### config.mk
export PLATFORM = sky130hd
export DESIGN_NAME = pipe_hold_ctrl
export DESIGN_NICKNAME = d
export VERILOG_FILES = /design/src/rtl/pipe_hold_ctrl.sv
export SDC_FILE = /design/constraint.sdc
export NUM_CORES = 1
export LEC_CHECK = 0
export BUFFER_PORTS_ARGS = -buffer_cell sky130_fd_sc_hd__buf_4
export CAP_MARGIN = 30
export CORE_MARGIN = 5
export CORE_UTILIZATION = 51
export CTS_CLUSTER_DIAMETER = 150
export CTS_CLUSTER_SIZE = 25
export DETAILED_ROUTE_END_ITERATION = 16
export GPL_ROUTABILITY_DRIVEN = 0
export PLACE_DENSITY = 0.81
export REMOVE_ABC_BUFFERS = 1
export SYNTH_ARGS = -nofsm -noshare
export SYNTH_HDL_FRONTEND = slang
export SYNTH_SLANG_ARGS = --single-unit
### constraint.sdc
create_clock -name clk -period 2.8 [get_ports clk]
set_clock_uncertainty 0.2 [all_clocks]
set_input_delay 0 -clock clk [delete_from_list [all_inputs] [get_ports clk]]
set_output_delay 0 -clock clk [all_outputs]
set_load 0.005 [all_outputs]
### src/rtl/pipe_hold_ctrl.sv
// Pipeline hold/flush controller: merges stall sources into one Hold_Flag_Bus command,
// stretches jump flushes, watchdogs stuck bus stalls and counts stalled cycles.
module pipe_hold_ctrl #(
    parameter int unsigned FLUSH_CYCLES = 1,
    parameter int unsigned BUS_TIMEOUT  = 255,
    parameter int unsigned CNT_W        = 32
) (
    input  logic             clk,
    input  logic             rst,
    input  logic             jump_flag_i,
    input  logic [31:0]      jump_addr_i,
    input  logic             hold_ex_i,
    input  logic             hold_rib_i,
    input  logic             hold_clint_i,
    input  logic             halt_i,
    output logic [2:0]       hold_flag_o,
    output logic             jump_flag_o,
    output logic [31:0]      jump_addr_o,
    output logic             bus_timeout_o,
    output logic [CNT_W-1:0] stall_cnt_o,
    output logic [1:0]       state_o
);

    localparam logic [2:0]  HOLD_NONE = 3'd0;
    localparam logic [2:0]  HOLD_PC   = 3'd1;
    localparam logic [2:0]  HOLD_ID   = 3'd3;
    localparam logic [3:0]  FLUSH_LOAD = 4'(FLUSH_CYCLES);
    localparam logic [15:0] TMO_LIMIT  = 16'(BUS_TIMEOUT);

    typedef enum logic [1:0] {
        S_IDLE    = 2'd0,
        S_FLUSH   = 2'd1,
        S_BUSWAIT = 2'd2,
        S_HALT    = 2'd3
    } state_e;

    state_e           state_q, state_d;
    logic [3:0]       flush_cnt_q, flush_cnt_d;
    logic [15:0]      tmo_cnt_q, tmo_cnt_d;
    logic             rib_mask_q, rib_mask_d;
    logic [CNT_W-1:0] stall_cnt_q, stall_cnt_d;
    logic             timeout;
    logic [2:0]       hold_raw;
    state_e           jump_target;

    // With no extra flush cycles a jump needs only its own cycle of Hold_Id.
    assign jump_target = (FLUSH_CYCLES == 0) ? S_IDLE : S_FLUSH;

    always_comb begin
        state_d     = state_q;
        flush_cnt_d = flush_cnt_q;
        tmo_cnt_d   = tmo_cnt_q;
        rib_mask_d  = rib_mask_q & hold_rib_i;
        timeout     = 1'b0;
        unique case (state_q)
            S_IDLE: begin
                if (halt_i) begin
                    state_d = S_HALT;
                end else if (jump_flag_i) begin
                    state_d     = jump_target;
                    flush_cnt_d = FLUSH_LOAD;
                end else if (hold_rib_i && !rib_mask_q) begin
                    state_d   = S_BUSWAIT;
                    tmo_cnt_d = 16'd1;
                end
            end
            S_FLUSH: begin
                if (halt_i) begin
                    state_d     = S_HALT;
                    flush_cnt_d = 4'd0;
                end else if (jump_flag_i) begin
                    flush_cnt_d = FLUSH_LOAD;
                end else if (flush_cnt_q == 4'd1) begin
                    state_d     = S_IDLE;
                    flush_cnt_d = 4'd0;
                end else begin
                    flush_cnt_d = flush_cnt_q - 4'd1;
                end
            end
            S_BUSWAIT: begin
                tmo_cnt_d = 16'd0;
                if (halt_i) begin
                    state_d = S_HALT;
                end else if (jump_flag_i) begin
                    state_d     = jump_target;
                    flush_cnt_d = FLUSH_LOAD;
                end else if (!hold_rib_i) begin
                    state_d = S_IDLE;
                end else if (tmo_cnt_q == TMO_LIMIT) begin
                    timeout    = 1'b1;
                    rib_mask_d = 1'b1;
                    state_d    = S_IDLE;
                end else begin
                    tmo_cnt_d = tmo_cnt_q + 16'd1;
                end
            end
            S_HALT: begin
                if (!halt_i) state_d = S_IDLE;
            end
            default: state_d = S_IDLE;
        endcase
    end

    always_comb begin
        hold_raw = HOLD_NONE;
        if (jump_flag_i || hold_ex_i || hold_clint_i || state_q == S_FLUSH ||
            (state_q == S_HALT && halt_i)) begin
            hold_raw = HOLD_ID;
        end else if (hold_rib_i && !rib_mask_q) begin
            hold_raw = HOLD_PC;
        end
    end

    always_comb begin
        stall_cnt_d = stall_cnt_q;
        if (hold_raw != HOLD_NONE && stall_cnt_q != {CNT_W{1'b1}}) begin
            stall_cnt_d = stall_cnt_q + CNT_W'(1);
        end
    end

    // NOTE: every register here uses <=; the _d values above are pure combinational next-state.
    always_ff @(posedge clk or negedge rst) begin
        if (!rst) begin
            state_q     <= S_IDLE;
            flush_cnt_q <= 4'd0;
            tmo_cnt_q   <= 16'd0;
            rib_mask_q  <= 1'b0;
            stall_cnt_q <= '0;
        end else begin
            state_q     <= state_d;
            flush_cnt_q <= flush_cnt_d;
            tmo_cnt_q   <= tmo_cnt_d;
            rib_mask_q  <= rib_mask_d;
            stall_cnt_q <= stall_cnt_d;
        end
    end

    // Combinational outputs are forced low during reset, not only the registered ones.
    assign hold_flag_o   = rst ? hold_raw : HOLD_NONE;
    assign jump_flag_o   = rst & jump_flag_i & (state_q != S_HALT);
    assign jump_addr_o   = jump_flag_o ? jump_addr_i : 32'd0;
    assign bus_timeout_o = rst & timeout;
    assign stall_cnt_o   = stall_cnt_q;
    assign state_o       = state_q;

endmodule
# Word-level counts from Yosys, hierarchy flattened
# Index checks and enable logic that the tools add are counted.
# word_totals
rom_bits	0
ramBits	0
wordCells	85
register_bits	55
out_inout_bits	71
memories	0
latchBits	0
inputBits	39
# op_classes
n_addsub	3
multipliers	0
n_div	0
n_bitwise	4
n_mux	40
n_shift	0
n_eq_ne	17
n_lt_le_gt_ge	0
n_reduce_logical	16
# op_table
op	count
$mux 16	7
$add 32x1->32 const B	1
$mux 32	1
$ne 32x32->1 const B	1
$pmux 16 s2	1
$mux 2	12
$mux 4	5
$add 16x1->16 const B	1
$eq 16x8->1 const B	1
$ne 2x2->1 const B	6
$mux 1	11
$pmux 2 s4	1
$pmux 4 s2	1
$ne 3x3->1 const B	2
$ne 5x5->1 const B	1
$reduce_and 5->1	1
$and 1x1->1	4
$eq 2x2->1 const B	2
$eq 4x1->1 const B	1
$logic_or 1x1->1	4
$ne 4x4->1 const B	1
$reduce_and 4->1	1
$reduce_bool 2->1	2
$sub 4x1->4 const B	1
other kinds (9)	11

# Longest topological paths before layout
# depth
depth_word	7
mapped_depth	7
ltp_nobuf	7

# Worst setup path before layout
# Ideal clock, no wire load.
# synth_path
kind	flip-flop to flip-flop
from	register stall_cnt_q[0] (netlist: stall_cnt_o[0])
to	register stall_cnt_q[1] (netlist: stall_cnt_o[1])
path_slack_ps	704
arrival_ps	1771
setup_ps	125
stages_incl_launch_ff	7
t_required_ps	2475
period_less_slack_ps	2096
path_buffers	0
path_cell_list	dfrtp_1 ha_1 and4_1 and4_4 nor3b_4 a21oi_2 mux2_4
# synth_via
elab_chain_cells	2
word_cells_on_any_way	3
cone_classes	1 x add/sub; 1 x eq/ne; 1 x reduce/logical
# synth_lines
element	line	text
start, declared	41	logic [CNT_W-1:0] stall_cnt_q, stall_cnt_d;
start signal, assigned	134	stall_cnt_q <= stall_cnt_d;
branches (longest 2 deep; another with $add 32x1->32)	-	
# Several ways; the timed one is not identified.
# A chain may end at the register's enable or synchronous reset.

# Worst setup path after layout
# Same ends and word-level chain as after synthesis.

==> results.py <==
metrics = {
    "global_route": {
        "grt-ovfl-total": 0,
        "grt_max_degree": 51,
        "number_of_antenna_violations_at_the_first_check_in_global_routing": 0,
        "global_route_wire_length_before_repair_mm": 12.6,
        "number_of_global_route_vias_before_repair": 2655,
        "gr-usage-all-layers": 0.200,
    },
    "timing": {
        "maxSlewHeadroom": 0.384,
        "final.min_clock_period_ns": 2.30,
        "setup_tns_after_final_layout_ns": 0,
        "slew_viol_final": 0,
        "grt_setup_unrepaired": "no",
        "finalWorstSetupSlack_ns": 0.499,
        "worst-slew-pin-transition_ns": 0.914,
        "finalHoldViolCount": 0,
        "max_clock_freq_mhz": 435,
        "layout_worst_path_cycle_share": 0.822,
        "finalSetupViolations": 0,
    },
    "worst_setup_path": {
        "end_kind": "flip-flop",
        "path_cells": "ha_1 -> and4_1 -> and4_4 -> nor3b_4 -> a21oi_2 -> mux2_4",
        "endpoint_of_the_worst_register_to_register_path": "stall_cnt_o[1]",
        "cp.depth": 6,
        "crit_path_max_incr_delay_ns": 0.41,
        "worst-setup-path-type": "flip-flop to flip-flop",
        "startpoint_type": "flip-flop",
        "reg2reg_from": "stall_cnt_o[0]",
        "largest_fanout_on_the_critical_path": 8,
        "reg2reg_slack_ns": 0.50,
        "reg2reg_depth": 6,
        "timing.critical_path.slowest_stage_cell": "sky130_fd_sc_hd__dfrtp_1",
        "arrival_ns": 2.29,
        "critical-path-top-delay-family": "simple AND/OR/NAND/NOR gates",
        "worst-path-buf-inv": 0,
        "worstPathRequired_ns": 2.79,
    },
    "hold_path": {
        "worstHoldPathCells": 3,
        "hold_start": "jump_addr_i[25]",
        "hold_path_end": "jump_addr_o[25]",
        "timing.hold.worst.class": "input pin to output port",
    },
    "logic_synthesis": {
        "synth.top_cells.by_area": "sky130_fd_sc_hd__dfrtp_1 43%, sky130_fd_sc_hd__and2_1 7.6%, sky130_fd_sc_hd__xnor2_1 6.3%",
        "synthArstFlopShare": 1.00,
        "ys_warn_count": 0,
        "synth_common_cells": "55 x sky130_fd_sc_hd__dfrtp_1, 39 x sky130_fd_sc_hd__and2_1, 23 x sky130_fd_sc_hd__xnor2_1, 18 x sky130_fd_sc_hd__nand2_1",
        "syn_area_sq_um": 3210,
        "synth.top_cell.area_share": 0.429,
        "synth_cell_types": 53,
        "seq_area_frac_synth": 0.429,
        "syn_area_per_cell_sq_um": 9.76,
        "syn-instance-count": 329,
        "postSynthRegisterBits": 55,
        "synthMostInstantiatedCell": "sky130_fd_sc_hd__dfrtp_1",
        "synthDominantAreaCellType": "sky130_fd_sc_hd__dfrtp_1",
        "post_synth_edffs": 0,
        "ys_dominant_reg_cell": "sky130_fd_sc_hd__dfrtp_1",
    },
    "clock_tree": {
        "cts_bufs_inserted": 5,
        "max-clock-path-buffers": 2,
        "postCtsResizedCells": 0,
        "tritoncts": "yes",
        "cts-root-buf": "sky130_fd_sc_hd__clkbuf_8",
        "source_to_sink_clock_delay_at_the_later_pin_of_the_worst_skew_pair_ns": 0.31,
        "cts_htree_levels": 2,
        "clock_pin_slew_of_the_registers_on_the_worst_case_setup_and_hold_paths_ns": 0.09,
        "tritoncts_num_sinks": 55,
    },
    "floorplanning": {
        "initial_core_util": 0.514,
        "die_width_microns": 89.3,
        "die_outline_area_sq_um": 7980,
        "num_rows": 29,
        "die-height_microns": 89.3,
        "core_region_area_sq_um": 6240,
        "pin_count": 110,
    },
    "cells_and_area": {
        "fill_cells": 508,
        "post_route_cells_drive_above_1_share": 0.308,
        "area_growth_syn_to_layout_pct": 32.3,
        "antenna-diode-count": 0,
        "design.final.nets": 483,
    },
    "power_and_ir_drop": {
        "power_density_nw_per_um2": 494,
        "ir_worst_vdd_mv": 0.386,
        "leakage_nw": 2.08,
    },
    "placement": {
        "dp_hpwl_mm": 6.15,
        "dp_slack_ns": 0.547,
        "placement.io_buffers": 108,
    },
    "routing": {
        "drc": 0,
        "detail_route.first_pass.iterations": 4,
        "postRouteWirelength_mm": 8.23,
        "route.detailed.wl_per_inst_microns": 15.9,
        "viasPerCell": 5.52,
        "via_count": 2859,
        "detail-route-antenna-nets": 0,
        "detailedRoute.firstIterationViolations": 96,
    },
    "run_status": {
        "status": "finished clean",
    },
    "flow_run": {
        "max_cap_viol_count": 0,
    },
}
## flip-flops by register name, summed over array words and instances, names as in the netlist
signal       flops
stall_cnt_o     32
tmo_cnt_q       16
flush_cnt_q      4
state_o          2
rib_mask_q       1
## through the flow
| stage | total power [W] | instance area [sq um] | util | cells | hold WS (ns) |
|---|---|---|---|---|---|
| finish | 0.00210 | 4250 | 0.681 | 518 | 0.0750 |
| global route | 0.00222 | 4250 | 0.681 | 518 | 0.0879 |
| CTS | 0.00212 | 4250 | 0.681 | 518 | 0.0763 |
| detailed placement | 0.00149 | 4060 | 0.650 | 504 | -0.361 |
| global placement | 0.00146 | 4060 | 0.650 | 504 | -0.363 |
| floorplan | 0.00121 | 3130 | - | 317 | -0.496 |
## timing repair
item / in CTS / in global routing
hold buffers: 6 / 0
hold endpoints to repair: 63 / 0
setup buffers: 0 / 0
endpoints found under the setup margin: 0 / 0
## cell families after synthesis
family | share of synthesized area
compound gates | 0.0892
flops | 0.429
other cells | 0.00117
buf+inv | 0.0308
simple gates | 0.332
mux | 0.00468
fa+ha+maj | 0.0156
xor+xnor | 0.0982
## layout make-up
cell class | instances | area, sq um | share of cell area
Clock buffer | 6 | 72.6 | 0.0171
Tap cell | 77 | 96.3 | 0.0227
Inverter | 6 | 22.5 | 0.00530
Clock inverter | 2 | 60.1 | 0.0141
Timing Repair Buffer | 116 | 886 | 0.208
Sequential cell | 55 | 1380 | 0.324
Multi-Input combinational cell | 256 | 1740 | 0.408
## how the worst max path moves through the flow
stage | start | to
after global routing | stall_cnt_o[0] | stall_cnt_o[1]
after detailed placement | stall_cnt_o[0] | stall_cnt_o[1]
after floorplan | stall_cnt_o[0] | stall_cnt_o[1]
after CTS | stall_cnt_o[0] | stall_cnt_o[1]
after global placement | stall_cnt_o[0] | stall_cnt_o[1]
final | stall_cnt_o[0] | stall_cnt_o[1]
## routing by layer
layer  share of wire  global-route usage  up-vias
li1                -                   -     1390
met2            0.50               0.323       81
met5               0                   0        -
met1            0.44               0.270     1370
met3           0.044              0.0378       18
met4           0.020              0.0690        0
## worst min-delay path, cell delays in order
cell and delay (ns):
sky130_fd_sc_hd__buf_4 0.07, sky130_fd_sc_hd__and2_1 0.10, sky130_fd_sc_hd__buf_4 0.10
## cell usage in the layout (no fill, tap or decap), drive strengths merged, types with 5 or more instances in the layout
cell         netlist  layout
a21oi              9       9
dlygate4sd3        0       6
o21ai             15      15
clkbuf             6       6
and2              39      39
nor2              21      21
nand3             17      17
xnor2             23      23
and3              11      11
nor4               5       5
nor3              11      11
nand4             17      17
dfrtp             55      55
and4               9       9
nor2b              5       5
inv                6       6
xor2              13      13
nand2             18      18
buf                6     110
## power by group
group	switching, W	total, W	internal [W]
combinational	0.000230	0.000499	0.000269
sequential	0.000112	0.000985	0.000874
clock	0.000258	0.000615	0.000358
total	0.000599	0.00210	0.00150
No activity file was read; power rests on OpenSTA's default activity.
